## src/rtl/x1_crtc.sv

```systemverilog
// x1_crtc: HD46505-compatible CRTC generating character/raster timing, refresh address, sync and blank.
// Optional hardware cursor with blink is enabled by defining X1_CRTC_CURSOR_EN.
module x1_crtc #(
    parameter int MA_W      = 14,
    parameter int RA_W      = 5,
    parameter int BLINK_DIV = 16
) (
    input  logic            clk_sys,
    input  logic            reset,
    input  logic            ce_char,
    input  logic            cs,
    input  logic            a0,
    input  logic            wr,
    input  logic            rd,
    input  logic [7:0]      din,
    output logic [7:0]      dout,
    output logic [MA_W-1:0] ma,
    output logic [RA_W-1:0] ra,
    output logic            de,
    output logic            hblank,
    output logic            vblank,
    output logic            hsync,
    output logic            vsync,
    output logic            cursor
);
    typedef enum logic {ACTIVE, ADJUST} state_t;

    logic [7:0]      regs_q [16];
    logic [4:0]      addr_q;
    state_t          state_q, state_d;
    logic [7:0]      hc_q, hc_d;
    logic [RA_W-1:0] ra_q, ra_d;
    logic [6:0]      row_q, row_d;
    logic [MA_W-1:0] ma_row_q, ma_row_d, ma_q, ma_d;
    logic [4:0]      adj_q, adj_d, hs_q, hs_d, vs_q, vs_d;
    logic            hblank_q, hblank_d, vblank_q, vblank_d, de_q, de_d;
    logic            eol, last_row, frame_end, vs_start;
    logic [4:0]      hs_w, vs_w;
    logic            unused_bits;

    assign eol      = hc_q >= regs_q[0];
    assign last_row = row_q >= regs_q[4][6:0];
    assign hs_w     = (regs_q[3][3:0] == 4'd0) ? 5'd16 : {1'b0, regs_q[3][3:0]};
    assign vs_w     = (regs_q[3][7:4] == 4'd0) ? 5'd16 : {1'b0, regs_q[3][7:4]};

    always_comb begin
        state_d   = state_q;
        ra_d      = ra_q;
        row_d     = row_q;
        ma_row_d  = ma_row_q;
        adj_d     = adj_q;
        frame_end = 1'b0;
        hc_d      = eol ? 8'd0 : hc_q + 8'd1;
        if (eol) begin
            if (state_q == ADJUST) begin
                if (adj_q + 5'd1 >= regs_q[5][4:0]) frame_end = 1'b1;
                else begin
                    adj_d = adj_q + 5'd1;
                    ra_d  = ra_q + 1'b1;
                end
            end else if (ra_q >= regs_q[9][RA_W-1:0]) begin
                if (last_row && regs_q[5][4:0] == 5'd0) frame_end = 1'b1;
                else begin
                    ra_d     = '0;
                    row_d    = row_q + 7'd1;
                    ma_row_d = ma_row_q + MA_W'(regs_q[1]);
                    if (last_row) begin
                        state_d = ADJUST;
                        adj_d   = 5'd0;
                    end
                end
            end else ra_d = ra_q + 1'b1;
        end
        if (frame_end) begin
            state_d  = ACTIVE;
            ra_d     = '0;
            row_d    = 7'd0;
            ma_row_d = MA_W'({regs_q[12][5:0], regs_q[13]});
        end
        // A line wrap drops any hsync still pending unless the new hc itself matches R2.
        hs_d     = (hc_d == regs_q[2]) ? hs_w : eol ? 5'd0 : (hs_q != 5'd0) ? hs_q - 5'd1 : 5'd0;
        vs_start = eol && ra_d == '0 && row_d == regs_q[7][6:0];
        vs_d     = vs_start ? vs_w : (eol && vs_q != 5'd0) ? vs_q - 5'd1 : vs_q;
        hblank_d = hc_d >= regs_q[1];
        vblank_d = row_d >= regs_q[6][6:0] || state_d == ADJUST;
        de_d     = !hblank_d && !vblank_d;
        ma_d     = ma_row_d + MA_W'(hc_d);
    end

    always_ff @(posedge clk_sys) begin
        if (reset) begin
            for (int i = 0; i < 16; i++) regs_q[i] <= 8'd0;
            addr_q   <= 5'd0;
            state_q  <= ACTIVE;
            hc_q     <= 8'd0;
            ra_q     <= '0;
            row_q    <= 7'd0;
            ma_row_q <= '0;
            ma_q     <= '0;
            adj_q    <= 5'd0;
            hs_q     <= 5'd0;
            vs_q     <= 5'd0;
            hblank_q <= 1'b0;
            vblank_q <= 1'b0;
            de_q     <= 1'b0;
        end else begin
            if (cs && wr && !a0) addr_q <= din[4:0];
            if (cs && wr && a0 && !addr_q[4]) regs_q[addr_q[3:0]] <= din;
            if (ce_char) begin
                state_q  <= state_d;
                hc_q     <= hc_d;
                ra_q     <= ra_d;
                row_q    <= row_d;
                ma_row_q <= ma_row_d;
                ma_q     <= ma_d;
                adj_q    <= adj_d;
                hs_q     <= hs_d;
                vs_q     <= vs_d;
                hblank_q <= hblank_d;
                vblank_q <= vblank_d;
                de_q     <= de_d;
            end
        end
    end

    assign dout   = !(cs && rd && a0) ? 8'd0 :
                    (addr_q == 5'd14) ? {2'b00, regs_q[14][5:0]} :
                    (addr_q == 5'd15) ? regs_q[15] : 8'd0;
    assign ma     = ma_q;
    assign ra     = ra_q;
    assign de     = de_q;
    assign hblank = hblank_q;
    assign vblank = vblank_q;
    assign hsync  = hs_q != 5'd0;
    assign vsync  = vs_q != 5'd0;

`ifdef X1_CRTC_CURSOR_EN
    localparam int BW = $clog2(4 * BLINK_DIV);
    logic [BW-1:0] blink_q, blink_d;
    logic          blink_on, cursor_q, cursor_d;

    // One blink counter covers both rates: a 4*BLINK_DIV field cycle.
    always_comb begin
        blink_d  = !frame_end ? blink_q : (blink_q == BW'(4 * BLINK_DIV - 1)) ? '0 : blink_q + 1'b1;
        blink_on = (regs_q[10][6:5] == 2'b00) ? 1'b1 :
                   (regs_q[10][6:5] == 2'b01) ? 1'b0 :
                   (regs_q[10][6:5] == 2'b10) ? (blink_d < BW'(BLINK_DIV) ||
                       (blink_d >= BW'(2 * BLINK_DIV) && blink_d < BW'(3 * BLINK_DIV))) :
                   blink_d < BW'(2 * BLINK_DIV);
        cursor_d = de_d && ma_d == MA_W'({regs_q[14][5:0], regs_q[15]}) &&
                   ra_d >= RA_W'(regs_q[10][4:0]) && ra_d <= RA_W'(regs_q[11][4:0]) && blink_on;
    end

    always_ff @(posedge clk_sys) begin
        if (reset) begin
            blink_q  <= '0;
            cursor_q <= 1'b0;
        end else if (ce_char) begin
            blink_q  <= blink_d;
            cursor_q <= cursor_d;
        end
    end

    assign cursor = cursor_q;
`else
    assign cursor = 1'b0;
`endif

    assign unused_bits = ^{regs_q[4], regs_q[5], regs_q[6], regs_q[7], regs_q[8], regs_q[9],
                           regs_q[10], regs_q[11], regs_q[12], regs_q[14]};
endmodule

```

## config.mk

```make
export PLATFORM = sky130hd
export DESIGN_NAME = x1_crtc
export DESIGN_NICKNAME = d
export VERILOG_FILES = /design/src/rtl/x1_crtc.sv
export SDC_FILE = /design/constraint.sdc
export NUM_CORES = 1
export LEC_CHECK = 0
export ABC_CLOCK_PERIOD_IN_PS = 7400
export BUFFER_PORTS_ARGS = -buffer_cell sky130_fd_sc_hd__buf_2
export CAP_MARGIN = 10
export CORE_ASPECT_RATIO = 0.6
export CORE_MARGIN = 3
export CORE_UTILIZATION = 45
export CTS_CLUSTER_DIAMETER = 200
export DETAILED_ROUTE_END_ITERATION = 10
export PLACE_DENSITY_LB_ADDON = 0.05
export SLEW_MARGIN = 20
export SYNTH_ARGS = -nofsm -noshare
export SYNTH_HDL_FRONTEND = slang
export SYNTH_SLANG_ARGS = --single-unit
```

## constraint.sdc

```tcl
create_clock -name clk_sys -period 7.4 [get_ports clk_sys]
set_input_delay 1.48 -clock clk_sys [delete_from_list [all_inputs] [get_ports clk_sys]]
set_output_delay 1.48 -clock clk_sys [all_outputs]
set_load 0.05 [all_outputs]
```

==> run metrics <==
min cycle time layout=5860 ps; area grow syn2layout=11.9%; # resized after CTS=0; DR iter-0 viols=743; HP Start=de; hpwl dp=17500 um; count of different cell masters after synthesis=72; crit-path cells=inv_1 > ha_1 > nand2b_1 > a2111oi_0 > o311a_1 > a211oi_2 > mux2i_1 > o21ai_0 > ha_1 > inv_1 > fa_1 > nor2b_1 > o21ai_0 > nand2_1 > a21o_1 > a21o_1 > a31oi_1 > a2111oi_1 > a311oi_1 > a2111oi_0; end of the worst hold path=de; placement row count=40; VDD IR max=154 uV; Final Hold Vio Count=0; reg2reg start=hc_q[0]; WHS Path Cells=2; DR vias/cell=5.52; top post-synthesis cells by count=nor2_1, and2_1, edfxtp_1, dfxtp_1, ha_1; crit-path max cell delay=900 ps; Post-Syn Area per Cell=9.42 um^2; worst skew pair latency=440 ps; Synth top area share=28.7%; fin. max-slew vios=0; Synth area leader=edfxtp_1; first-pass iteration count of the detailed router=5; Max clock buf depth=2; CP max FO=9; Least-Margin Pin Slew=1020 ps; final antenna-violating net count=0; RSZ-0062 raised after global routing=no; Reg2Reg Capture Point=ma[12]; run status=complete, no violations; GRT Total Usage=22.5%; Clock Skews=12.9 ps; first-pass GRT wire length=40500 um; Synth warnings=0; Final GP Congestion=0.830; share of cells above drive strength 1=9.79%; Startpoint Class=flop; Power Density=205 nW/um^2; Worst R2R Path Depth=20; TritonCTS Buffers=17; antenna violations before repair=0; CTS H-tree depth=4; data required time of the critical path=7720 ps; DR WL/cell=18.9 um; core area=20400 um^2; starting density of the core=46.7%; Synth Register Bits=163; CTS Root Cell=clkbuf_16; dominant synthesized flop cell=edfxtp_1; share of the yosys chip area belonging to registers=43.9%; EDFF count, synth=91; Top Ports=48; DR vias=7319; Final nets=1119; final setup TNS=0 ps; post-route clock period utilization=79.2%; overall die width=194 um; clock sinks=163; critical path type=reg2reg; Mapped Cells=1010; fmax=171 MHz; Die H=119 um; Post-CTS Setup Bufs=0; Leak=4.46 nW; top cells by area, synth=edfxtp_1, dfxtp_1, ha_1; Synthesized Nets=1090; largest net degree at the start of global routing=87; DIE AREA=23000 um^2; hold_buf cts=0; Final Util=52.3%; max_cap viols=0; FF-to-FF setup slack=1540 ps; WP data arrival=6180 ps; IO buf count=46; DRT Wirelength=25000 um; Residual DRC=0; Crit. End Element=flop; slowest stage cell, crit path=a2111oi_0; async set-reset flop share out of synthesis=0%; vias in the first global route=6870; total grt overflow=0; Max-slew headroom=30.4%; clock transition at the registers of the reported paths=70 ps; top-count cell post-synth=nor2_1; min-delay worst type=reg2reg; Cell Area, Synth=9510 um^2; final setup violating endpoints=0; TritonCTS clock tree=built
flip-flops by register name, summed over array words and instances, names as in the netlist:
register and flops:
regs_q 91, ma 14, ma_row_q 14, hc_q 8
row_q 7, addr_q 5, adj_q 5, hs_q 5
ra 5, vs_q 5, de 1, hblank 1
state_q 1, vblank 1
stage by stage:
| stage | hold slack (ps) | power [mW] | cell area, um^2 | worst slack, ps | instances |
|---|---|---|---|---|---|
| finish | 483 | 2.19 | 10600 | 1540 | 1326 |
| global route | 507 | 2.27 | 10600 | 891 | 1325 |
| CTS | 480 | 2.21 | 10600 | 1580 | 1325 |
| detailed placement | 468 | 1.20 | 9990 | 1640 | 1293 |
| global placement | 464 | 1.20 | 9990 | 1780 | 1293 |
| floorplan | 447 | 1.14 | 9510 | 1880 | 1010 |
routing by layer:
layer,track usage [%],up-vias,wire length [um]
met5,0,-,0
met4,5.01,0,264
met3,3.65,26,1310
met2,29.6,194,9560
met1,37.3,3445,13900
li1,-,3654,-
worst max-delay path, delay by kind of cell, from the launching register on:
| kind | cells | cell delay [ps] |
|---|---|---|
| flops | 1 | 480 |
| mux | 1 | 170 |
| compound gates | 11 | 3640 |
| buf+inv | 2 | 140 |
| fa+ha+maj | 3 | 880 |
| simple gates | 3 | 430 |
how the worst max path moves through the flow:
stage               slack, ps     from  cells past startpoint  endpoint
finish                   1540  hc_q[0]                     20    ma[12]
global route              890  hc_q[0]                     20    ma[12]
CTS                      1580  hc_q[0]                     20    ma[12]
detailed placement       1640  hc_q[0]                     20    ma[12]
global placement         1780  hc_q[0]                     20    ma[12]
floorplan                1880    ra[0]                     25    ma[12]
placed cells by master, fill, tap and decap left out, types with 4 or more instances in the layout:
| cell | n |
|---|---|
| a2111oi_0 | 5 |
| a211oi_1 | 17 |
| a21o_1 | 20 |
| a21oi_1 | 45 |
| a311oi_1 | 6 |
| a31oi_1 | 13 |
| and2_1 | 99 |
| and3_1 | 13 |
| buf_2 | 46 |
| buf_4 | 8 |
| bufinv_16 | 6 |
| clkbuf_16 | 17 |
| clkinv_1 | 4 |
| dfxtp_1 | 72 |
| edfxtp_1 | 91 |
| ha_1 | 63 |
| inv_1 | 60 |
| mux2i_1 | 42 |
| nand2_1 | 47 |
| nand2b_1 | 14 |
| nand3_1 | 21 |
| nand3b_1 | 4 |
| nand4_1 | 9 |
| nor2_1 | 119 |
| nor2b_1 | 6 |
| nor3_1 | 31 |
| nor4_1 | 6 |
| o21a_1 | 5 |
| o21ai_0 | 39 |
| or2_2 | 13 |
| or3_1 | 15 |
| or4_1 | 5 |
| xnor2_1 | 22 |
| xor2_1 | 11 |
where the power goes:
group | total (mW) | switching, mW | internal [mW]
clock | 1.01 | 0.376 | 0.631
combinational | 0.181 | 0.125 | 0.0567
sequential | 0.998 | 0.0176 | 0.980
total | 2.19 | 0.518 | 1.67
area by class of cell:
| cell class | instances | area, um^2 |
|---|---|---|
| timing repair buffer | 54 | 290 |
| tap | 273 | 342 |
| fill | 1886 | 9720 |
| inverter | 61 | 229 |
| antenna | 1 | 2.50 |
| clock inverter | 15 | 233 |
| multi-input combinational | 742 | 4950 |
| sequential | 163 | 4170 |
| clock buffer | 17 | 425 |
cell families (layout without fill, tap and decap cells):
logic type,after synthesis,count (layout),share of synthesized area (%)
xor+xnor,33,33,3.04
other cells,1,2,0.0394
fa+ha+maj,65,65,8.71
flops,163,163,43.9
mux,43,43,4.54
buf+inv,105,147,4.29
compound gates,187,187,13.0
simple gates,413,413,22.5
Power figures use the tool's default switching activity.
